==> config.mk <==
export PLATFORM = sky130hd
export DESIGN_NAME = la_pwrdomain_ctrl
export DESIGN_NICKNAME = d
export VERILOG_FILES = /design/src/rtl/la_pwrdomain_ctrl.sv
export SDC_FILE = /design/constraint.sdc
export NUM_CORES = 1
export LEC_CHECK = 0
export ABC_AREA = 1
export CAP_MARGIN = 10
export CORE_AREA = 5 5 48 70
export DETAILED_ROUTE_END_ITERATION = 12
export DIE_AREA = 0 0 53 75
export GPL_TIMING_DRIVEN = 0
export PLACE_DENSITY = 0.8
export SLEW_MARGIN = 25
export SYNTH_ARGS = -nofsm -noshare
export SYNTH_HDL_FRONTEND = slang
export SYNTH_SLANG_ARGS = --single-unit
export TNS_END_PERCENT = 1
==> constraint.sdc <==
create_clock -name clk -period 4.8 [get_ports clk]
set_input_delay 0.48 -clock clk [delete_from_list [all_inputs] [get_ports clk]]
set_output_delay 0.48 -clock clk [all_outputs]
set_load 0.01 [all_outputs]
==> src/rtl/la_pwrdomain_ctrl.sv <==
// -----------------------------------------------------------------------------
// la_pwrdomain_ctrl
//   Power-domain sequencer for one switchable domain (header switches,
//   isolation cells, domain reset). Lives in the always-on domain.
//   Power-up: header groups are enabled one at a time, STAGEDLY cycles apart,
//   to limit inrush. The controller then waits for the synchronized ack from
//   the end of the switch chain, releases the domain reset, and after RSTDLY
//   cycles drops isolation. Power-down runs the mirror sequence: clamp,
//   assert reset, disable header groups in reverse, wait for ack low.
//
// Ports
//   clk        in   1        always-on clock
//   nreset     in   1        async active-low reset (sync deassert expected)
//   pwr_en     in   1        level request: 1 = domain on, 0 = domain off
//   pwr_ack    in   1        async ack from end of header chain (1 = rail up)
//   sleep      out  NSTAGES  header-group sleep, 1 = switch off
//   iso_en     out  1        isolation enable, 1 = outputs clamped
//   dom_nreset out  1        domain reset, active low
//   pwr_on     out  1        1 = domain fully on, isolation released
//   busy       out  1        1 = sequence in progress
//   err        out  1        sticky ack-timeout flag
//
// PROP is the implementation property string handed to the cell mapping; the
// sequencing logic itself does not depend on it.
// -----------------------------------------------------------------------------
module la_pwrdomain_ctrl #(
   parameter              PROP     = "DEFAULT",
   parameter int unsigned NSTAGES  = 4,
   parameter int unsigned STAGEDLY = 2,
   parameter int unsigned RSTDLY   = 3,
   parameter int unsigned TIMEOUT  = 16
) (
   input  logic               clk,
   input  logic               nreset,
   input  logic               pwr_en,
   input  logic               pwr_ack,
   output logic [NSTAGES-1:0] sleep,
   output logic               iso_en,
   output logic               dom_nreset,
   output logic               pwr_on,
   output logic               busy,
   output logic               err
);

   localparam int unsigned SW     = $clog2(NSTAGES + 1);
   localparam int unsigned DlyMax = (STAGEDLY > RSTDLY) ? STAGEDLY : RSTDLY;
   localparam int unsigned CntMax = (TIMEOUT > DlyMax) ? TIMEOUT : DlyMax;
   localparam int unsigned CW     = $clog2(CntMax + 1);

   localparam logic [SW-1:0] SFull     = SW'(NSTAGES);
   localparam logic [SW-1:0] SOne      = SW'(1);
   localparam logic [CW-1:0] StageLast = CW'(STAGEDLY - 1);
   localparam logic [CW-1:0] RstLast   = CW'(RSTDLY - 1);
   localparam logic [CW-1:0] ToLast    = CW'(TIMEOUT - 1);
   localparam logic [CW-1:0] CntSat    = CW'(CntMax);

   typedef enum logic [2:0] {
      StOff,
      StUp,
      StWackUp,
      StRst,
      StOn,
      StIso,
      StDn,
      StWackDn
   } state_e;

   state_e          state_q, state_d;
   logic [SW-1:0]   s_q, s_d;
   logic [CW-1:0]   cnt_q, cnt_d;
   logic            err_q, err_d;
   logic            blk_q, blk_d;
   logic            ack_meta_q, ack_s_q;

   logic [NSTAGES-1:0] sleep_d;
   logic               iso_d, dnr_d, pwr_on_d, busy_d;

   // ---------------------------------------------------------------------------
   // Ack synchronizer (pwr_ack comes from the switched rail, not this clock)
   // ---------------------------------------------------------------------------
   always_ff @(posedge clk or negedge nreset) begin
      if (!nreset) begin
         ack_meta_q <= 1'b0;
         ack_s_q    <= 1'b0;
      end else begin
         ack_meta_q <= pwr_ack;
         ack_s_q    <= ack_meta_q;
      end
   end

   // ---------------------------------------------------------------------------
   // Next-state logic
   // ---------------------------------------------------------------------------
   always_comb begin
      state_d = state_q;
      s_d     = s_q;
      err_d   = err_q;
      // A timeout blocks retries until the request has been withdrawn once.
      blk_d   = pwr_en ? blk_q : 1'b0;

      unique case (state_q)
         StOff: begin
            if (pwr_en && !blk_q) begin
               state_d = StUp;
               s_d     = SOne;
               err_d   = 1'b0;
            end
         end

         StUp: begin
            if (!pwr_en) begin
               // Abort: ramp down from wherever the header chain currently is.
               state_d = StDn;
            end else if (cnt_q == StageLast) begin
               if (s_q == SFull) begin
                  state_d = StWackUp;
               end else begin
                  s_d = s_q + SOne;
               end
            end
         end

         StWackUp: begin
            if (!pwr_en) begin
               state_d = StDn;
            end else if (ack_s_q) begin
               state_d = StRst;
            end else if (cnt_q == ToLast) begin
               err_d   = 1'b1;
               blk_d   = 1'b1;
               state_d = StDn;
            end
         end

         StRst: begin
            if (!pwr_en) begin
               state_d = StIso;
            end else if (cnt_q == RstLast) begin
               state_d = StOn;
            end
         end

         StOn: begin
            if (!pwr_en) begin
               state_d = StIso;
            end
         end

         // One cycle with iso clamped and reset still released, so the clamp
         // is in place before the domain reset asserts.
         StIso: begin
            state_d = StDn;
         end

         StDn: begin
            if (s_q == '0) begin
               state_d = StWackDn;
            end else if (cnt_q == StageLast) begin
               s_d = s_q - SOne;
               if (s_q == SOne) begin
                  state_d = StWackDn;
               end
            end
         end

         StWackDn: begin
            if (!ack_s_q) begin
               state_d = StOff;
            end else if (cnt_q == ToLast) begin
               err_d   = 1'b1;
               state_d = StOff;
            end
         end

         default: begin
            state_d = StOff;
         end
      endcase

      // Dwell counter restarts on any state or stage change and saturates.
      if ((state_d != state_q) || (s_d != s_q)) begin
         cnt_d = '0;
      end else if (cnt_q != CntSat) begin
         cnt_d = cnt_q + CW'(1);
      end else begin
         cnt_d = cnt_q;
      end

      // Outputs are decoded from next state and registered, so every output
      // pin is driven directly by a flop.
      for (int unsigned i = 0; i < NSTAGES; i++) begin
         sleep_d[i] = !(SW'(i) < s_d);
      end
      iso_d    = (state_d != StOn);
      dnr_d    = (state_d == StRst) || (state_d == StOn) || (state_d == StIso);
      pwr_on_d = (state_d == StOn);
      busy_d   = (state_d != StOff) && (state_d != StOn);
   end

   // ---------------------------------------------------------------------------
   // State and output registers
   // ---------------------------------------------------------------------------
   always_ff @(posedge clk or negedge nreset) begin
      if (!nreset) begin
         state_q    <= StOff;
         s_q        <= '0;
         cnt_q      <= '0;
         err_q      <= 1'b0;
         blk_q      <= 1'b0;
         sleep      <= '1;
         iso_en     <= 1'b1;
         dom_nreset <= 1'b0;
         pwr_on     <= 1'b0;
         busy       <= 1'b0;
      end else begin
         state_q    <= state_d;
         s_q        <= s_d;
         cnt_q      <= cnt_d;
         err_q      <= err_d;
         blk_q      <= blk_d;
         sleep      <= sleep_d;
         iso_en     <= iso_d;
         dom_nreset <= dnr_d;
         pwr_on     <= pwr_on_d;
         busy       <= busy_d;
      end
   end

   assign err = err_q;

endmodule
==> qor.txt, run 1 <==
half-perimeter wire length after placement -> 2515 um
total number of nets in the final design -> 230
unrepaired setup endpoints after global routing -> no
final worst slack -> 2.634 ns
type of the worst setup path -> register to register
Die Height -> 75 um
antenna diode count -> 0
Vias/cell -> 5.265
iteration count of the initial detailed-routing pass -> 4
synth top area cells -> sky130_fd_sc_hd__dfrtp_1, sky130_fd_sc_hd__nand2_1, sky130_fd_sc_hd__dfstp_2
dominant combinational cell family by area after synthesis -> simple AND/OR/NAND/NOR gates
Clock Root Buffer -> sky130_fd_sc_hd__clkbuf_8
internal power -> 0.5327 mW
maximum VDD drop -> 416.7 uV
Final setup viols -> 0
full die area -> 3975 um2
largest fanout on the critical path -> 5
GRT overflow -> 0
count of yosys warnings during synthesis -> 0
routed len/inst -> 12.91 um
Synth Area in Adders -> 7.276%
H-tree depth -> 1
First DRT Iteration DRCs -> 30
switching power total -> 0.4874 mW
Resize count post-CTS -> 0
path category of the worst min-delay check -> input port to asynchronous set/reset pin
flop and latch count out of synthesis -> 23
Critical Path Slowest Stage Cell -> sky130_fd_sc_hd__dfrtp_1
Syn Inst Count -> 201
Placed Instance Area -> 1704 um2
WL final -> 3266 um
mean area per synthesized cell -> 7.700 um2
overall via count from detail_route -> 1332
sequential fraction of design power -> 29.2%
path depth of the worst reg2reg path -> 14
CP max stage delay -> 0.41 ns
post-synthesis simple-gate area fraction -> 36.70%
proportion of power drawn by combinational gates -> 58.8%
area taken by multi-input logic gates -> 822.0 um2
Reg-to-Reg Start -> cnt_q[0]
first-pass GRT wire length -> 5761 um
compound-gate portion of the synthesized area -> 6.871%
Filler Cells Inserted -> 259
flop-to-flop setup slack -> 2.63 ns
cell type with the largest total area after synthesis -> sky130_fd_sc_hd__dfrtp_1
number of core rows -> 23
number of antenna violations at the first check in global routing -> 0
crit path capture type -> register
Tcrit/Tclk final -> 45.12%
result of the run -> finished clean
leakage power figure -> 0.8364 nW
Core ar. -> 2676 um2
Slew @ Worst Pin -> 0.5079 ns
fraction of synthesized area in multiplexers -> 0%
area of the mapped netlist -> 1548 um2
worst slew margin relative to its limit -> 66.14%
source-to-sink clock delay at the later pin of the worst-skew pair -> 0.27 ns
arrival time at the worst endpoint -> 2.36 ns
number of setup buffers added after CTS -> 0
Seq/Total Area, Yosys -> 37.59%
largest net degree at the start of global routing -> 24
Critical Path Start Type -> register
Post-Place Worst Slack -> 2.650 ns
area overhead of the layout relative to synthesis -> 12.77%
library cells used by synthesis -> 29
Slew Viols, Final -> 0
RePlAce Congestion -> 0.9362
cell type with the highest occurrence count on the critical path -> sky130_fd_sc_hd__nand2_1
count of hold-fix buffers inserted at cts -> 0
CP bufs+invs -> 0
switching part of the total power -> 47.78%
area used by sequential logic in the layout -> 581.8 um2
clock share of power -> 12.1%
Total GRT Usage -> 20.00%
Maximum Capacitance Violations -> 0
Final Hold Fails -> 0
power per cell area -> 584.4 nW/um2
clk buf depth -> 2
clock edge transition at the registers on the reported setup and hold paths -> 0.09 ns
I/O pin cnt -> 13
number of buffers inserted during clock tree synthesis -> 3
proportion of layout cells with a drive suffix above 1 -> 20.37%
Sinks on Clock Net -> 23
reg2reg end -> cnt_q[3]
Worst Skew -> 0.009711 ns
Critical Path, Cell by Cell -> ha_1, nand2_1, nor2_1, ha_1, nor2_1, nand2_1, nand3_1, a21oi_1, nand2_1, nand2_1, nand2_1, nand2_1, nand3_2, nor3_2
effective utilization at floorplan -> 57.83%
via count of the first global-routing pass -> 1332
clock tree from TritonCTS -> yes
post-synth top area share -> 29.10%
largest delay contributor family on the critical path -> simple AND/OR/NAND/NOR gates
DRC viols -> 0
port bufs -> 11
post-detailed-route count of antenna-violating nets -> 0
post-route cell area -> 1745 um2
minimum period implied by the final worst setup slack -> 2.166 ns
number of nets produced by synthesis -> 214
sum of negative setup slack -> 0 ns
maximum operating frequency -> 461.8 MHz
Critical Path RT -> 5.00 ns
xor/xnor share of the synthesized area -> 2.264%
Die Span X -> 53 um
## power groups by stage
stage                     Combinational [mW]  Sequential (mW)  Clock [mW]
after floorplan                        0.433            0.306           0
after global placement                 0.574            0.300           0
after detailed placement               0.597            0.302           0
after CTS                              0.602            0.298       0.126
after global routing                   0.685            0.306       0.132
final                                  0.599            0.297       0.123
## state kept, by name, summed over array words and instances, names as in the netlist, 3 cells and up
register and cells:
cnt_q 5, sleep 4, s_q 3, state_q 3
## metrics by stage
step	cells	power, mW	utilization, %	hold slack (ns)
final	253	1.020	65.22	0.1604
after global routing	253	1.123	65.22	0.2010
after CTS	253	1.026	65.40	0.3681
after detailed placement	249	0.8984	63.67	0.3386
after global placement	249	0.8748	63.67	0.3448
after floorplan	201	0.7388	-	0.1844
## synth_stat cells, drive strengths merged
cell / instances
buf: 4
a31oi: 1
o21ai: 6
dfrtp: 18
nand3b: 1
nor3: 6
nand2: 51
dfstp: 5
nor2: 19
xor2: 2
nand4: 7
a41oi: 1
xnor2: 2
or2: 1
o211ai: 1
nand3: 23
inv: 33
a21oi: 10
and2: 1
ha: 9
## kinds of logic after synthesis
logic type / Yosys count
and+or+nand+nor: 109
buffers and inverters: 37
DFF: 23
AOI/OAI and AO/OA: 19
adders and majority gates: 9
xor gates and xnor gates: 4
## worst max path at each step
stage	depth (start not counted)	start	slack (ns)	end
finish	14	cnt_q[0]	2.63	cnt_q[3]
global route	14	cnt_q[1]	2.39	cnt_q[2]
CTS	14	cnt_q[0]	2.65	cnt_q[3]
detailed placement	14	cnt_q[0]	2.65	cnt_q[3]
global placement	14	cnt_q[0]	2.74	cnt_q[1]
floorplan	14	cnt_q[0]	2.96	cnt_q[0]
## metal layers
metal	wire (um)	global-route usage (%)	vias up
li1	-	-	670
met1	1341	22.10	626
met2	1700	35.50	27
met3	98	2.772	9
met4	127	12.22	0
met5	0	0	-
## area by class of cell
type	instances	share of cell area [%]
multi-input combinational	141	47.10
buffer	4	1.147
inverter	33	7.097
sequential	23	33.33
clock inverter	1	0.2867
timing repair buffer	11	6.022
tap	37	2.652
clock buffer	3	2.366
## layout by cell type (no fill, tap or decap), types with 2 or more instances in the layout
cell and n:
sky130_fd_sc_hd__nand3_1 19, sky130_fd_sc_hd__clkbuf_8 3, sky130_fd_sc_hd__ha_1 9, sky130_fd_sc_hd__inv_1 23, sky130_fd_sc_hd__a21oi_1 9, sky130_fd_sc_hd__nor2_1 16
sky130_fd_sc_hd__inv_2 10, sky130_fd_sc_hd__nand2_1 47, sky130_fd_sc_hd__nand3_4 2, sky130_fd_sc_hd__xnor2_1 2, sky130_fd_sc_hd__dfrtp_1 18, sky130_fd_sc_hd__dfstp_2 5
sky130_fd_sc_hd__nand4_1 6, sky130_fd_sc_hd__nand3_2 2, sky130_fd_sc_hd__nor3_2 6, sky130_fd_sc_hd__clkdlybuf4s50_1 10, sky130_fd_sc_hd__nor2_2 2, sky130_fd_sc_hd__nand2_2 4
sky130_fd_sc_hd__buf_2 5, sky130_fd_sc_hd__o21ai_1 5, sky130_fd_sc_hd__xor2_1 2
Note: power is estimated with default switching activity, not from simulation.
==> run 2: changes to the inputs <==
--- a/config.mk
+++ b/config.mk
@@ -7,11 +7,11 @@
 export LEC_CHECK = 0
 export ABC_AREA = 1
 export CAP_MARGIN = 10
-export CORE_AREA = 5 5 48 70
+export CORE_AREA = 5 5 49 72
 export DETAILED_ROUTE_END_ITERATION = 12
-export DIE_AREA = 0 0 53 75
+export DIE_AREA = 0 0 54 77
 export GPL_TIMING_DRIVEN = 0
-export PLACE_DENSITY = 0.8
+export PLACE_DENSITY = 0.76
 export SLEW_MARGIN = 25
 export SYNTH_ARGS = -nofsm -noshare
 export SYNTH_HDL_FRONTEND = slang
==> constraint.sdc (replaced) <==
create_clock -name clk -period 2.1 [get_ports clk]
set_input_delay 0.21 -clock clk [delete_from_list [all_inputs] [get_ports clk]]
set_output_delay 0.21 -clock clk [all_outputs]
set_load 0.01 [all_outputs]
==> qor.txt, run 2 (synthesized netlist as in run 1, its figures left out) <==
result of the run -> finished clean
leakage power figure -> 0.8964 nW (+7.2%)
Core ar. -> 2853 um2 (+6.6%)
total power -> 2.566 mW (+150%)
DRC viols -> 0 (unchanged)
Slew @ Worst Pin -> 0.5092 ns (+0.001274 ns)
met3 usage -> 2.713% (-0.059 points)
flop-to-flop setup slack -> 0.03 ns (-2.61 ns)
Worst Skew -> 0.001053 ns (-0.008658 ns)
first-pass GRT wire length -> 5623 um (-2.4%)
number of flip-flops in the largest register -> 5 (unchanged)
I/O pin cnt -> 13 (unchanged)
routed len/inst -> 12.38 um (-4.1%)
number of antenna violations at the first check in global routing -> 0 (unchanged)
maximum operating frequency -> 482.9 MHz (+4.6%)
number of core rows -> 24 (+4.3%)
GRT overflow -> 0 (unchanged)
hold path cells -> 3
Cell Count, Final, Fillers Out -> 266 (+5.1%)
WL final -> 3293 um (+0.83%)
worst slew margin relative to its limit -> 66.05% (-0.085 points)
Final setup viols -> 0 (unchanged)
Clock Root Buffer -> sky130_fd_sc_hd__clkbuf_8
met2 global-route usage -> 29.49% (-6.0 points)
clock tree from TritonCTS -> yes
clock edge transition at the registers on the reported setup and hold paths -> 0.08 ns (about the same)
effective utilization at floorplan -> 54.25% (-3.6 points)
largest fanout on the critical path -> 4 (-1)
maximum VDD drop -> 911.3 uV (+120%)
Slew Viols, Final -> 0 (unchanged)
total instance count after detailed placement -> 251 (+0.80%)
largest registers ranked by flip-flop count -> cnt_q (5), sleep (4)
reg2reg end -> iso_en
antenna diode count -> 0 (unchanged)
arrival time at the worst endpoint -> 2.28 ns (-0.08 ns)
post-detailed-route count of antenna-violating nets -> 0 (unchanged)
full die area -> 4158 um2 (+4.6%)
crit path capture type -> register
unrepaired setup endpoints after global routing -> yes
Die Height -> 77 um (+2.7%)
most common cell after layout, fill and taps aside -> sky130_fd_sc_hd__nand2_1
sum of negative setup slack -> 0 ns (unchanged)
port bufs -> 11 (unchanged)
Critical Path RT -> 2.31 ns (-2.69 ns)
Final Hold Fails -> 0 (unchanged)
iteration count of the initial detailed-routing pass -> 5 (+1)
overall via count from detail_route -> 1385 (+4.0%)
layer with the highest usage -> met2
via count of the first global-routing pass -> 1333 (+0.075%)
internal power -> 1.360 mW (+160%)
clock share of power -> 10.7% (-1.4 points)
power per cell area -> 1338 nW/um2 (+130%)
final design utilization -> 67.24% (+2.0 points)
register with the most flip-flops -> cnt_q
Tcrit/Tclk final -> 98.60% (+53 points)
Die Span X -> 54 um (+1.9%)
Critical Path Start Type -> register
Reg-to-Reg Start -> cnt_q[1]
First DRT Iteration DRCs -> 45 (+50%)
proportion of layout cells with a drive suffix above 1 -> 32.16% (+12 points)
met1 Resource Use GR -> 21.39% (-0.70 points)
path category of the worst min-delay check -> input port to register
number of buffers inserted during clock tree synthesis -> 3 (unchanged)
source-to-sink clock delay at the later pin of the worst-skew pair -> 0.26 ns (about the same)
proportion of power drawn by combinational gates -> 63.4% (+4.6 points)
Vias/cell -> 5.207 (-1.1%)
minimum period implied by the final worst setup slack -> 2.071 ns (-0.09497 ns)
Total GRT Usage -> 17.73% (-2.3 points)
clk buf depth -> 2 (unchanged)
commonest non-fill, non-tap cells in the layout -> sky130_fd_sc_hd__nand2_1, sky130_fd_sc_hd__inv_1, sky130_fd_sc_hd__nand3_1, sky130_fd_sc_hd__dfrtp_1
largest net degree at the start of global routing -> 24 (unchanged)
path depth of the worst reg2reg path -> 13 (-1)
Filler Cells Inserted -> 227 (-12%)
type of the worst setup path -> register to register
RePlAce Congestion -> 0.8664 (-7.5%)
sequential fraction of design power -> 25.9% (-3.3 points)
Worst Min Path Start -> pwr_en
half-perimeter wire length after placement -> 2406 um (-4.3%)
H-tree depth -> 1 (unchanged)
switching part of the total power -> 47.01% (-0.77 points)
total number of nets in the final design -> 241 (+4.8%)
area overhead of the layout relative to synthesis -> 23.93%
Hold Crit Endpoint -> blk_q
Maximum Capacitance Violations -> 0 (unchanged)
switching power total -> 1.206 mW (+150%)
Sinks on Clock Net -> 23 (unchanged)
[run 2: changes by cell type in the layout (fill, tap and decap cells not counted), moves of 3 or more]
cell and change:
sky130_fd_sc_hd__nor2_1 -5, sky130_fd_sc_hd__nand2_1 -6, sky130_fd_sc_hd__nor2_2 +3, sky130_fd_sc_hd__buf_4 +10, sky130_fd_sc_hd__nand2_2 +6
[run 2: worst max-delay path, stage by stage, from the launching register on]
cell                      delay [ns]
sky130_fd_sc_hd__dfrtp_1        0.40
sky130_fd_sc_hd__ha_2           0.21
sky130_fd_sc_hd__nand2_2        0.07
sky130_fd_sc_hd__nor2_2         0.12
sky130_fd_sc_hd__ha_2           0.22
sky130_fd_sc_hd__nor2_2         0.05
sky130_fd_sc_hd__nor2_2         0.16
sky130_fd_sc_hd__nor2_2         0.07
sky130_fd_sc_hd__nand2_2        0.08
sky130_fd_sc_hd__nand4_4        0.08
sky130_fd_sc_hd__buf_4          0.16
sky130_fd_sc_hd__or2_4          0.25
sky130_fd_sc_hd__nor2_4         0.09
sky130_fd_sc_hd__inv_2          0.03
[run 2: worst max-delay path by stage]
stage / start / to / cells after the start
3_3_place_gp: cnt_q[0] / cnt_q[1] / 14
5_1_grt: cnt_q[1] / cnt_q[0] / 14
3_5_place_dp: cnt_q[1] / cnt_q[3] / 14
4_1_cts: cnt_q[1] / cnt_q[0] / 14
2_1_floorplan: cnt_q[0] / cnt_q[3] / 14
6_report: cnt_q[1] / iso_en / 13
[run 2: through the flow]
stage,hold slack [ns],area [um2],worst slack [ns]
final,0.2621,1918,0.02931
after global routing,0.2776,1918,-0.08163
after CTS,0.2410,1763,0.02700
after detailed placement,0.3371,1707,-0.05547
after global placement,0.3442,1707,-0.02291
after floorplan,-0.08559,1548,0.2632
[run 2: per-layer routing]
layer	wire, um	vias up
li1	-	699
met2	1762	36
met4	108	0
met3	130	11
met5	0	-
met1	1292	639
[run 2: power by group through the flow]
stage                     sequential (mW)  clock [mW]  combinational, mW
after floorplan                     0.700           0              0.989
after global routing                0.681       0.305               1.82
after detailed placement            0.686           0               1.37
final                               0.665       0.274               1.63
after CTS                           0.677       0.280               1.40
after global placement              0.680           0               1.34
[run 2: cell type report]
cell class                 instances  area (um2)  area share, %
multi-input combinational        141       905.9          47.23
sequential                        23       583.1          30.40
timing repair buffer              22       190.2          9.915
inverter                          33       123.9          6.458
tap                               39       48.80          2.544
clock buffer                       3       41.29          2.153
buffer                             4       20.02          1.044
clock inverter                     1       5.005         0.2609
[run 2: timing repair]
action	CTS	global route
pin swaps	0	14
setup buffers	0	10
endpoints found under the setup margin	5	8
resized for setup	2	22
hold endpoints to repair	0	18
hold buffers	0	1
==> run 3: changes to the inputs <==
--- a/config.mk
+++ b/config.mk
@@ -7,9 +7,9 @@
 export LEC_CHECK = 0
 export ABC_AREA = 1
 export CAP_MARGIN = 10
-export CORE_AREA = 5 5 49 72
+export CORE_AREA = 2 2 46 69
 export DETAILED_ROUTE_END_ITERATION = 12
-export DIE_AREA = 0 0 54 77
+export DIE_AREA = 0 0 48 71
 export GPL_TIMING_DRIVEN = 0
 export PLACE_DENSITY = 0.76
 export SLEW_MARGIN = 25
==> qor.txt, run 3 (synthesized netlist as in run 1, its figures left out) <==
Critical Path RT -> 2.31 ns (about the same)
Die Span X -> 48 um (-11%)
power per cell area -> 1366 nW/um2 (+2.1%)
proportion of power drawn by combinational gates -> 62.1% (-1.3 points)
Met1 Routed Length -> 1339 um (+3.6%)
Placed Instance Area -> 1707 um2 (unchanged)
maximum operating frequency -> 459.9 MHz (-4.8%)
proportion of layout cells with a drive suffix above 1 -> 29.15% (-3.0 points)
number of antenna violations at the first check in global routing -> 0 (unchanged)
First DRT Iteration DRCs -> 60 (+33%)
Maximum Capacitance Violations -> 0 (unchanged)
RePlAce Congestion -> 0.9275 (+7.1%)
register with the most flip-flops -> cnt_q
startpoint of the worst setup timing path -> cnt_q[0]
total number of nets in the final design -> 237 (-1.7%)
Clock Root Buffer -> sky130_fd_sc_hd__clkbuf_8
Sinks on Clock Net -> 23 (unchanged)
post-route cell area -> 1861 um2 (-3.0%)
half-perimeter wire length after placement -> 2334 um (-3.0%)
Vias/cell -> 5.275 (+1.3%)
highest metal layer used by the detailed router -> met4
total power -> 2.542 mW (-0.93%)
Critical Path Start Type -> register
path category of the worst min-delay check -> input port to register
Worst Min Path Start -> pwr_en
largest fanout on the critical path -> 4 (unchanged)
wire length on met2 -> 1768 um (+0.34%)
leakage power figure -> 0.8747 nW (-2.4%)
iteration count of the initial detailed-routing pass -> 4 (-1)
routed len/inst -> 12.74 um (+2.9%)
sequential fraction of design power -> 26.8% (+0.9 points)
type of the worst setup path -> register to register
via count of the first global-routing pass -> 1354 (+1.6%)
GRT overflow -> 0 (unchanged)
Critical Path Slowest Stage Cell -> sky130_fd_sc_hd__dfrtp_1
Total GRT Usage -> 22.21% (+4.5 points)
arrival time at the worst endpoint -> 2.38 ns (+0.10 ns)
WL final -> 3338 um (+1.4%)
Reg-to-Reg Start -> cnt_q[0]
sum of met3 wire segment lengths after detailed routing -> 122 um (-6.2%)
maximum VDD drop -> 1203 uV (+32%)
Final Hold Fails -> 0 (unchanged)
post-detailed-route count of antenna-violating nets -> 0 (unchanged)
internal power -> 1.342 mW (-1.3%)
final worst slack -> -0.07447 ns (-0.1038 ns)
source-to-sink clock delay at the later pin of the worst-skew pair -> 0.27 ns (about the same)
full die area -> 3408 um2 (-18%)
violations in the final reports -> negative setup slack
crit path capture type -> register
clock edge transition at the registers on the reported setup and hold paths -> 0.09 ns (about the same)
minimum period implied by the final worst setup slack -> 2.174 ns (+0.1038 ns)
unrepaired setup endpoints after global routing -> yes
result of the run -> finished, violations left
overall via count from detail_route -> 1382 (-0.22%)
antenna diode count -> 0 (unchanged)
switching part of the total power -> 47.20% (+0.19 points)
CP max stage delay -> 0.41 ns (about the same)
effective utilization at floorplan -> 54.25% (unchanged)
Tcrit/Tclk final -> 103.5% (+4.9 points)
first-pass GRT wire length -> 5568 um (-0.98%)
I/O pin cnt -> 13 (unchanged)
Core ar. -> 2853 um2 (unchanged)
clock share of power -> 11.1% (+0.4 points)
largest net degree at the start of global routing -> 24 (unchanged)
most common cell after layout, fill and taps aside -> sky130_fd_sc_hd__nand2_1
port bufs -> 11 (unchanged)
worst slew margin relative to its limit -> 67.44% (+1.4 points)
largest registers ranked by flip-flop count -> cnt_q (5), sleep (4)
Die Height -> 71 um (-7.8%)
Slew Viols, Final -> 0 (unchanged)
Worst Skew -> 0.009415 ns (+0.008362 ns)
Critical Path, Cell by Cell -> ha_2, nand2_2, nor2_2, ha_2, nor2_2, nor2_1, nor2_1, nand2_1, nand4_4, buf_4, or2_4, nor2_2, inv_2
clock tree from TritonCTS -> yes
Final setup viols -> 3 (+3)
commonest non-fill, non-tap cells in the layout -> sky130_fd_sc_hd__nand2_1, sky130_fd_sc_hd__inv_1, sky130_fd_sc_hd__nand3_1, sky130_fd_sc_hd__dfrtp_1, sky130_fd_sc_hd__nor2_1
clk buf depth -> 2 (unchanged)
DRC viols -> 0 (unchanged)
number of flip-flops in the largest register -> 5 (unchanged)
H-tree depth -> 1 (unchanged)
Slew @ Worst Pin -> 0.4885 ns (-0.02071 ns)
cell type with the highest occurrence count on the critical path -> sky130_fd_sc_hd__nor2_2
number of buffers inserted during clock tree synthesis -> 3 (unchanged)
number of core rows -> 24 (unchanged)
area overhead of the layout relative to synthesis -> 20.21%
Post-Place Worst Slack -> -0.04243 ns (+0.01304 ns)
switching power total -> 1.200 mW (-0.53%)
run 3: per-layer routing:
| metal | up-vias | global-route usage (%) |
|---|---|---|
| li1 | 686 | - |
| met1 | 644 | 25.70 |
| met2 | 43 | 37.48 |
| met3 | 9 | 3.316 |
| met4 | 0 | 10.81 |
| met5 | - | 0 |
run 3: metrics by stage:
step | hold slack (ns) | std cells | util (%) | setup TNS [ns]
after global routing | 0.2454 | 262 | 65.22 | -1.312
after floorplan | -0.08559 | 201 | - | 0
after global placement | 0.3417 | 251 | 59.82 | -0.003934
after detailed placement | 0.3504 | 251 | 59.82 | -0.1471
final | 0.2391 | 262 | 65.22 | -0.1708
after CTS | 0.2350 | 255 | 61.71 | 0
run 3: critical path: cells and delay by family, from the launching register on:
| kind | cells | cell delay [ns] |
|---|---|---|
| buffers and inverters | 2 | 0.18 |
| flip-flops | 1 | 0.41 |
| AND/OR/NAND/NOR | 9 | 1.05 |
| adder cells (fa/ha/maj) | 2 | 0.44 |
run 3: final cells by class:
cell class / instances / area, um2
Fill cell: 245 / 992.2
Multi-Input combinational cell: 141 / 878.3
Sequential cell: 23 / 583.1
Timing Repair Buffer: 18 / 160.2
Inverter: 33 / 123.9
Tap cell: 39 / 48.80
Clock buffer: 3 / 41.29
Buffer: 4 / 20.02
Clock inverter: 1 / 5.005
run 3: path summary, 6_finish.rpt:
kind | depth (start not counted) | slack (ns) | to
max | 13 | -0.07 | iso_en
min | 3 | 0.24 | blk_q
max reg2reg | 13 | -0.07 | iso_en
min reg2reg | 0 | 0.37 | ack_s_q
max in group asynchronous | 2 | 1.30 | s_q[0]
min in group asynchronous | 2 | 0.43 | cnt_q[3]
run 3: power by group through the flow:
stage | Combinational, mW | Clock, mW | Sequential [mW]
2_1_floorplan | 0.989 | 0 | 0.700
3_3_place_gp | 1.33 | 0 | 0.682
3_5_place_dp | 1.36 | 0 | 0.687
4_1_cts | 1.40 | 0.284 | 0.678
5_1_grt | 1.76 | 0.300 | 0.698
6_report | 1.58 | 0.281 | 0.681
run 3: timing repair:
action | CTS | global route
endpoints found under the hold margin | 0 | 18
hold buffers | 0 | 1
endpoints found under the setup margin | 5 | 9
cloned | 0 | 0
setup buffers | 0 | 6
pin swaps | 0 | 13
gates resized for setup | 1 | 16
